`src/rtl/stopwatch_pkg.sv`:
```
// stopwatch_pkg: shared types and constants for the stopwatch core.
// States, BCD digit type and decade maximum.
package stopwatch_pkg;

    typedef enum logic [1:0] {
        IDLE  = 2'd0,
        RUN   = 2'd1,
        PAUSE = 2'd2
    } sw_state_t;

    typedef logic [3:0] bcd_t;

    localparam bcd_t BCD_MAX = 4'd9;

endpackage

```
`src/rtl/stopwatch_counter_if.sv`:
```
// stopwatch_counter_if: button inputs and display outputs of the stopwatch.
// Lap signals exist only when STOPWATCH_LAP_EN is defined.
interface stopwatch_counter_if;
    import stopwatch_pkg::*;

    logic start_stop;
    logic clear;
    bcd_t dig0;
    bcd_t dig1;
    bcd_t dig2;
    bcd_t dig3;
    logic running;
    logic wrap;
`ifdef STOPWATCH_LAP_EN
    logic lap;
    logic lap_active;

    modport master (
        output start_stop, clear, lap,
        input  dig0, dig1, dig2, dig3, running, wrap, lap_active
    );
    modport slave (
        input  start_stop, clear, lap,
        output dig0, dig1, dig2, dig3, running, wrap, lap_active
    );
`else
    modport master (
        output start_stop, clear,
        input  dig0, dig1, dig2, dig3, running, wrap
    );
    modport slave (
        input  start_stop, clear,
        output dig0, dig1, dig2, dig3, running, wrap
    );
`endif

endinterface

```
`src/rtl/bcd_digit_cnt.sv`:
```
// bcd_digit_cnt: one decade of the ripple-carry BCD chain.
// Counts 0..i_max, carries combinationally when incremented at i_max.
module bcd_digit_cnt
    import stopwatch_pkg::*;
(
    input  logic clk,
    input  logic rst_n,
    input  logic i_clr,
    input  logic i_inc,
    input  bcd_t i_max,
    output bcd_t o_digit,
    output logic o_carry
);

    bcd_t r_digit;

    assign o_carry = i_inc && (r_digit == i_max);
    assign o_digit = r_digit;

    // Digit register: clear has priority over increment
    always_ff @(posedge clk or negedge rst_n) begin
        if (!rst_n) begin
            r_digit <= '0;
        end else if (i_clr) begin
            r_digit <= '0;
        end else if (o_carry) begin
            r_digit <= '0;
        end else if (i_inc) begin
            r_digit <= r_digit + 4'd1;
        end
    end

endmodule

```
`src/rtl/stopwatch_counter.sv`:
```
// stopwatch_counter: prescaler, run-control FSM and SS.CC BCD chain.
// Optional lap freeze enabled by defining STOPWATCH_LAP_EN.
module stopwatch_counter
    import stopwatch_pkg::*;
#(
    parameter int CLK_DIV   = 1000000,
    parameter int SEC_LIMIT = 60
) (
    input  logic clk,
    input  logic rst_n,
    stopwatch_counter_if.slave bus
);

    localparam int PW = (CLK_DIV > 1) ? $clog2(CLK_DIV) : 1;
    localparam logic [PW-1:0] PMAX = PW'(CLK_DIV - 1);
    localparam bcd_t D3_MAX = 4'(SEC_LIMIT / 10 - 1);

    sw_state_t r_state;
    sw_state_t w_next;
    logic r_ss_q;
    logic r_clr_q;
    logic r_running;
    logic r_wrap;
    logic [PW-1:0] r_presc;
    logic w_ss_ev;
    logic w_clr_ev;
    logic w_tick;
    bcd_t w_d0, w_d1, w_d2, w_d3;
    logic w_c0, w_c1, w_c2, w_c3;

    assign w_ss_ev  = bus.start_stop & ~r_ss_q;
    assign w_clr_ev = bus.clear & ~r_clr_q;
    assign w_tick   = (r_state == RUN) && (r_presc == PMAX);

    // Button history; starts high so a held button gives no edge
    always_ff @(posedge clk or negedge rst_n) begin
        if (!rst_n) begin
            r_ss_q  <= 1'b1;
            r_clr_q <= 1'b1;
        end else begin
            r_ss_q  <= bus.start_stop;
            r_clr_q <= bus.clear;
        end
    end

    // Run-control state and registered running flag
    always_ff @(posedge clk or negedge rst_n) begin
        if (!rst_n) begin
            r_state   <= IDLE;
            r_running <= 1'b0;
        end else begin
            r_state   <= w_next;
            r_running <= (w_next == RUN);
        end
    end

    // Next state: clear beats start_stop
    always_comb begin
        w_next = r_state;
        if (w_clr_ev) begin
            w_next = IDLE;
        end else if (w_ss_ev) begin
            case (r_state)
                IDLE:    w_next = RUN;
                RUN:     w_next = PAUSE;
                PAUSE:   w_next = RUN;
                default: w_next = IDLE;
            endcase
        end
    end

    // Prescaler counts only in RUN and holds in PAUSE
    always_ff @(posedge clk or negedge rst_n) begin
        if (!rst_n) begin
            r_presc <= '0;
        end else if (w_clr_ev || w_tick) begin
            r_presc <= '0;
        end else if (r_state == RUN) begin
            r_presc <= r_presc + PW'(1);
        end
    end

    bcd_digit_cnt u_d0 (
        .clk(clk), .rst_n(rst_n), .i_clr(w_clr_ev), .i_inc(w_tick),
        .i_max(BCD_MAX), .o_digit(w_d0), .o_carry(w_c0)
    );
    bcd_digit_cnt u_d1 (
        .clk(clk), .rst_n(rst_n), .i_clr(w_clr_ev), .i_inc(w_c0),
        .i_max(BCD_MAX), .o_digit(w_d1), .o_carry(w_c1)
    );
    bcd_digit_cnt u_d2 (
        .clk(clk), .rst_n(rst_n), .i_clr(w_clr_ev), .i_inc(w_c1),
        .i_max(BCD_MAX), .o_digit(w_d2), .o_carry(w_c2)
    );
    bcd_digit_cnt u_d3 (
        .clk(clk), .rst_n(rst_n), .i_clr(w_clr_ev), .i_inc(w_c2),
        .i_max(D3_MAX), .o_digit(w_d3), .o_carry(w_c3)
    );

    // Wrap pulse when the top decade rolls over to 00.00
    always_ff @(posedge clk or negedge rst_n) begin
        if (!rst_n) begin
            r_wrap <= 1'b0;
        end else begin
            r_wrap <= w_c3 && !w_clr_ev;
        end
    end

    assign bus.running = r_running;
    assign bus.wrap    = r_wrap;

`ifdef STOPWATCH_LAP_EN
    logic r_lap_q;
    logic r_lap_active;
    logic [15:0] r_frz;
    logic w_lap_ev;

    assign w_lap_ev = bus.lap & ~r_lap_q;

    // Lap toggles a display freeze while the live count keeps running
    always_ff @(posedge clk or negedge rst_n) begin
        if (!rst_n) begin
            r_lap_q      <= 1'b1;
            r_lap_active <= 1'b0;
            r_frz        <= '0;
        end else begin
            r_lap_q <= bus.lap;
            if (w_clr_ev) begin
                r_lap_active <= 1'b0;
            end else if (w_lap_ev && (r_state == RUN)) begin
                r_lap_active <= ~r_lap_active;
                if (!r_lap_active) begin
                    r_frz <= {w_d3, w_d2, w_d1, w_d0};
                end
            end
        end
    end

    assign bus.lap_active = r_lap_active;
    assign bus.dig0 = r_lap_active ? r_frz[3:0]   : w_d0;
    assign bus.dig1 = r_lap_active ? r_frz[7:4]   : w_d1;
    assign bus.dig2 = r_lap_active ? r_frz[11:8]  : w_d2;
    assign bus.dig3 = r_lap_active ? r_frz[15:12] : w_d3;
`else
    assign bus.dig0 = w_d0;
    assign bus.dig1 = w_d1;
    assign bus.dig2 = w_d2;
    assign bus.dig3 = w_d3;
`endif

endmodule

```
`src/flat_wrapper.sv`:
```
// flat-port wrapper written by rule: the top's interface ports become plain ports
module stopwatch_counter_flat import stopwatch_pkg::*;
#(
    parameter int CLK_DIV   = 1000000,
    parameter int SEC_LIMIT = 60
)
  (clk, rst_n, bus_start_stop, bus_clear, bus_dig0, bus_dig1, bus_dig2, bus_dig3, bus_running, bus_wrap);
  stopwatch_counter_if bus_i ();
  input  logic clk;
  input  logic rst_n;
  input wire logic [$bits(bus_i.start_stop)-1:0] bus_start_stop;
  input wire logic [$bits(bus_i.clear)-1:0] bus_clear;
  output wire logic [$bits(bus_i.dig0)-1:0] bus_dig0;
  output wire logic [$bits(bus_i.dig1)-1:0] bus_dig1;
  output wire logic [$bits(bus_i.dig2)-1:0] bus_dig2;
  output wire logic [$bits(bus_i.dig3)-1:0] bus_dig3;
  output wire logic [$bits(bus_i.running)-1:0] bus_running;
  output wire logic [$bits(bus_i.wrap)-1:0] bus_wrap;
  assign bus_i.start_stop = bus_start_stop;
  assign bus_i.clear = bus_clear;
  assign bus_dig0 = bus_i.dig0;
  assign bus_dig1 = bus_i.dig1;
  assign bus_dig2 = bus_i.dig2;
  assign bus_dig3 = bus_i.dig3;
  assign bus_running = bus_i.running;
  assign bus_wrap = bus_i.wrap;
  stopwatch_counter #(.CLK_DIV(CLK_DIV), .SEC_LIMIT(SEC_LIMIT)) u_core (.clk(clk), .rst_n(rst_n), .bus(bus_i));
endmodule
```
`config.mk`:
```
export PLATFORM = sky130hd
export DESIGN_NAME = stopwatch_counter_flat
export DESIGN_NICKNAME = d
export VERILOG_FILES = /design/src/rtl/stopwatch_pkg.sv /design/src/rtl/stopwatch_counter_if.sv /design/src/rtl/bcd_digit_cnt.sv /design/src/rtl/stopwatch_counter.sv /design/src/flat_wrapper.sv
export SDC_FILE = /design/constraint.sdc
export NUM_CORES = 1
export LEC_CHECK = 0
export ABC_AREA = 1
export CELL_PAD_IN_SITES_DETAIL_PLACEMENT = 1
export CELL_PAD_IN_SITES_GLOBAL_PLACEMENT = 1
export CORE_MARGIN = 2
export CORE_UTILIZATION = 43
export CTS_CLUSTER_SIZE = 30
export DETAILED_ROUTE_END_ITERATION = 16
export PLACE_DENSITY = 0.89
export SYNTH_ARGS = -nofsm -noshare
export SYNTH_HDL_FRONTEND = slang
export SYNTH_SLANG_ARGS = --single-unit
```
`constraint.sdc`:
```
create_clock -name clk -period 2.1 [get_ports clk]
set_clock_uncertainty 0.05 [all_clocks]
set_input_delay 0.315 -clock clk [delete_from_list [all_inputs] [get_ports clk]]
set_output_delay 0.315 -clock clk [all_outputs]
set_load 0.05 [all_outputs]
```
* Word level (Yosys, flattened, before mapping) *
Cells that the tools add are included.

cells by class
  reductions and logical operators = 15
  muxes and demuxes = 17
  add/subtract/negate cells = 5
  bitwise logic cells = 4
  eq/ne operators = 8

operators with widths
  kind                                                  number
  2-to-1 mux 4 bit                                      12
  2-to-1 mux 20 bit                                     2
  adder 20 x 1 -> 20 bit (second input constant)        1
  equality test 20 bit (second input constant)          1
  adder 4 x 1 -> 4 bit (second input constant)          4
  equality test 4 bit (second input constant)           3
  nonzero test 3 bit                                    4
  logical AND 1 bit                                     6
  equality test 2 x 1 -> 1 bit (second input constant)  2
  equality test 4 x 3 -> 1 bit (second input constant)  1
  2-to-1 mux 2 bit                                      2
  case mux 2 bit (2 select lines)                       1
  AND 1 bit                                             2
  equality test 2 bit (second input constant)           1
  zero test 2 bit                                       1
  inverter 1 bit                                        2
  nonzero test 2 bit                                    1
  OR reduction 2 bit                                    1
  zero test 1 bit                                       1
  logical OR 1 bit                                      1

word-level totals
  logic and storage cells = 59
  bits in registers = 42
  input bits = 4

* Depth between registers and ports, before layout *
  word-level depth = 8
  mapped depth = 11
  mapped depth without buffers = 10

* Hierarchy *
Synthesis repeated with hierarchy kept, for this count alone.

second synthesis, totals
  cell total of the unflattened synthesis = 365
  area total of the unflattened synthesis = 2625.0 um^2

modules (own cells, without submodules)
  module             seq. area each (um^2)  area an instance (um^2)  cells each  times used
  stopwatch_counter  653.1                  1488.9                   197         1
  bcd_digit_cnt      100.1                  284.0                    42          4

* Worst setup path before layout *
OpenSTA, ideal clock, no wires.

  path type = flip-flop to flip-flop
  from = register u_core.u_d0.r_digit[0] (netlist: u_core.u_d0.o_digit[0])
  to = register u_core.u_d3.r_digit[3] (netlist: u_core.u_d3.o_digit[3])
  path buffers = 0
  stages on the path, launching flop included = 8
  library setup time = 0.074 ns
  required time = 1.976 ns
  path slack = 0.171 ns
  clock period less this slack = 1.929 ns
  arrival = 1.805 ns
  cells stage by stage = dfrtp_1 > ha_1 > inv_1 > nor3b_2 > nand4_2 > nor2_2 > nand2_2 > o21ai_2

on the way
  cells in the longest elaborated chain, start to end = 7

RTL lines
  item                              RTL line             text
  from (decl)                       bcd_digit_cnt.sv:15  bcd_t r_digit;
  from (signal assigned)            bcd_digit_cnt.sv:29  r_digit <= r_digit + 4'd1;
  equality test 4 bit *             bcd_digit_cnt.sv:17  assign o_carry = i_inc && (r_digit == i_max);
  logical AND 1 bit * (3 in a row)  bcd_digit_cnt.sv:17
  logical AND 1 bit                 bcd_digit_cnt.sv:17
  2-to-1 mux 4 bit                  bcd_digit_cnt.sv:26  end else if (o_carry) begin
  2-to-1 mux 4 bit                  bcd_digit_cnt.sv:24  end else if (i_clr) begin
  to (signal assigned)              bcd_digit_cnt.sv:29
  to (decl)                         bcd_digit_cnt.sv:15

Mark *: on every way between the ends. The rest lies on a longest branch, timed or not.
A chain may end at the register's enable or synchronous reset.

* Final worst setup path *
  from = register u_core.u_d2.r_digit[0] (netlist: u_core.u_d2.o_digit[0])
  to = output port bus_dig2[0]

RTL lines
  item                    RTL line             text
  from (decl)             bcd_digit_cnt.sv:15
  from (signal assigned)  bcd_digit_cnt.sv:29
  to (decl)               flat_wrapper.sv:15   output wire logic [$bits(bus_i.dig2)-1:0] bus_dig2;

No word-level cell between the ends.

==> impl_metrics.toml <==
[logic_synthesis]
synth.distinct_cells = 34
ys_seq_area_frac = 0.438
synth_edf_count = 0
synth_nets = 311
ys.flop_type = "dfrtp_1"
post_synth_instance_area_um2 = 2410
ys_ff_latch = 42
ys.warnings.count = 0
asyncSetResetFlopFracSynth = 1.00
syn_inst = 298
avgSynthCellArea_um2 = 8.08

[timing]
relSlewSlack = 0.653
drv_slew = 0
hold_violations = 0
final-setup-viol-count = 0
tns_ns = 0
max_slew.worst_pin.slew_ns = 0.519
fmax_ghz = 0.509
post-route-period-util = 0.935
rsz0062_at_grt = "no"
fin_crit_ns = 1.96

[detailed_routing]
drcViolationCount = 0
drt_pass1_iterations = 4
drtIter0Drc = 133
detail-route-antenna-nets = 0
vias = 2149
wl_per_cell_um = 15.2
wirelength_um = 6110
viasPerCell = 5.36

[placement]
place_congestion = 0.830
placed_cells = 393
port_buffers = 21
dpl.hpwl_um = 4500
dpl_cell_area_um2 = 2720

[critical_path]
max_stage_delay_ns = 0.84
endpoint_kind = "primary output"
worstPathRequired_ns = 1.74
worst-path-buf-inv = 1
critPathKind = "flip-flop to primary output"
cp-start-kind = "flip-flop"
critPathSlowestCell = "clkdlybuf4s50_1"
cp_max_fo = 6
cp_top_family = "buffers and inverters"
crit_chain = "clkdlybuf4s50_1"
critPathArrivalTime_ns = 1.60

[floorplanning]
die-width_um = 78.8
rows = 27
die_y_um = 78.8
start_util = 0.440
core_region_area_um2 = 5470
dieArea_um2 = 6210
io_pins = 22

[status]
status = "finished clean"

[cells_and_area]
final_common_cell = "nand2_1"
drive_above_1_share = 0.119
areaGrowthSynthToFinish_pct = 17.0
fin_area_um2 = 2820
nNetsFinal = 342
fin_cells = 401
fillers = 702
final_cell_mix = "47 x nand2_1, 40 x dfrtp_1, 39 x inv_1"
num_antenna_cells = 0

[clocking]
cts_max_level = 2
cts_tree = "done"
cts.root.buffer_cell = "clkbuf_8"
numCtsBuffers = 5
cts_resized = 0
cts_buffer_depth = 2
clock-sinks = 42
insertion_delay_ns = 0.30
clk_pin_slew_worst_paths_ns = 0.08

[power_and_ir_drop]
finalPower_uw = 1520
seq_power_share = 0.557
p_leak_uw = 0.00129
combPwrFrac = 0.094
p_int_uw = 1140
power_frac_clock = 0.350
p_switching_uw = 389
p_per_area_nw_per_um2 = 541
ir_drop_mv = 0.350
switching_share = 0.255

[global_route]
grt_max_degree = 28
track_usage = 0.215
grt_pass1_wl_um = 10600
grt_pass1_vias = 2288
overflow = 0
grt_antenna_before_repair = 0

[hold_path]
hp-class = "input port to flip-flop"

[run]
cap_violations = 0
==> final timing paths <==
check,startpoint,to,slack (ns),cells past startpoint
min in group asynchronous,rst_n,u_core.u_d0.o_digit[1],0.41,2
max in group asynchronous,rst_n,u_core.r_clr_q,0.85,3
setup reg to reg,u_core.r_presc[0],u_core.r_presc[15],0.26,10
hold / removal,bus_start_stop,u_core.r_ss_q,0.40,1
hold reg to reg,u_core.r_presc[17],u_core.r_presc[17],0.48,2
setup / recovery,u_core.u_d2.o_digit[0],bus_dig2[0],0.14,1
==> power by group through the flow <==
stage,Clock [µW],Sequential (µW),Combinational (µW)
floorplan,0,871,76.4
global placement,0,863,136
detailed placement,0,865,143
CTS,551,849,146
global route,573,852,160
finish,533,849,143
==> kinds of logic (layout without fill, tap and decap cells) <==
kind of cell,after synthesis,after routing,synth area share
compound gates,33,33,0.0769
xor+xnor,11,11,0.0400
fa+ha+maj,9,9,0.0468
buf+inv,47,78,0.0780
flops,42,42,0.438
mux,2,2,0.00884
simple gates,154,154,0.312
==> synth_stat cells, types with 8 or more instances <==
master	number	share of area
a21oi_1	11	0.023
dfrtp_1	40	0.42
ha_1	9	0.047
inv_1	39	0.061
nand2_1	47	0.073
nand2_2	8	0.021
nand3_1	22	0.046
nand4_1	15	0.039
nor2_1	38	0.059
nor3_1	10	0.021
o21ai_0	13	0.027
xor2_1	9	0.033
==> layout make-up <==
cell class                 count  area [µm²]  share of cell area
clock buffer                   7        86.3              0.0306
timing repair buffer          28         260              0.0924
tap                           72        90.1              0.0320
inverter                      43         161              0.0573
sequential                    42        1050               0.374
multi-input combinational    209        1170               0.414
==> flip-flops by register name, summed over array words and instances, names as in the netlist <==
signal,cells
u_core.u_d0.o_digit,4
u_core.bus.wrap,1
u_core.u_d1.o_digit,4
u_core.u_d2.o_digit,4
u_core.r_clr_q,1
u_core.r_ss_q,1
u_core.bus.running,1
u_core.r_presc,20
u_core.u_d3.o_digit,4
u_core.r_state,2
==> metal layers <==
| layer | vias up | wire [µm] | track usage |
|---|---|---|---|
| met5 | - | 0 | 0 |
| met4 | 0 | 102 | 0.0690 |
| met3 | 11 | 206 | 0.0523 |
| met2 | 33 | 2980 | 0.363 |
| met1 | 1066 | 2820 | 0.272 |
| li1 | 1039 | - | - |
==> per-stage QoR <==
stage / utilization / hold slack (ns) / setup WS, ns
2_1_floorplan: - / -0.0306 / 0.171
3_3_place_gp: 0.497 / 0.212 / 0.302
3_5_place_dp: 0.497 / 0.216 / 0.218
4_1_cts: 0.515 / 0.396 / 0.125
5_1_grt: 0.515 / 0.416 / 0.0767
6_report: 0.515 / 0.399 / 0.136
==> repair_timing <==
item	4_1_cts	5_1_grt
hold endpoints to repair	15	0
hold buffers	1	0
buffers inserted	0	0
No activity file was read; power rests on OpenSTA's default activity.
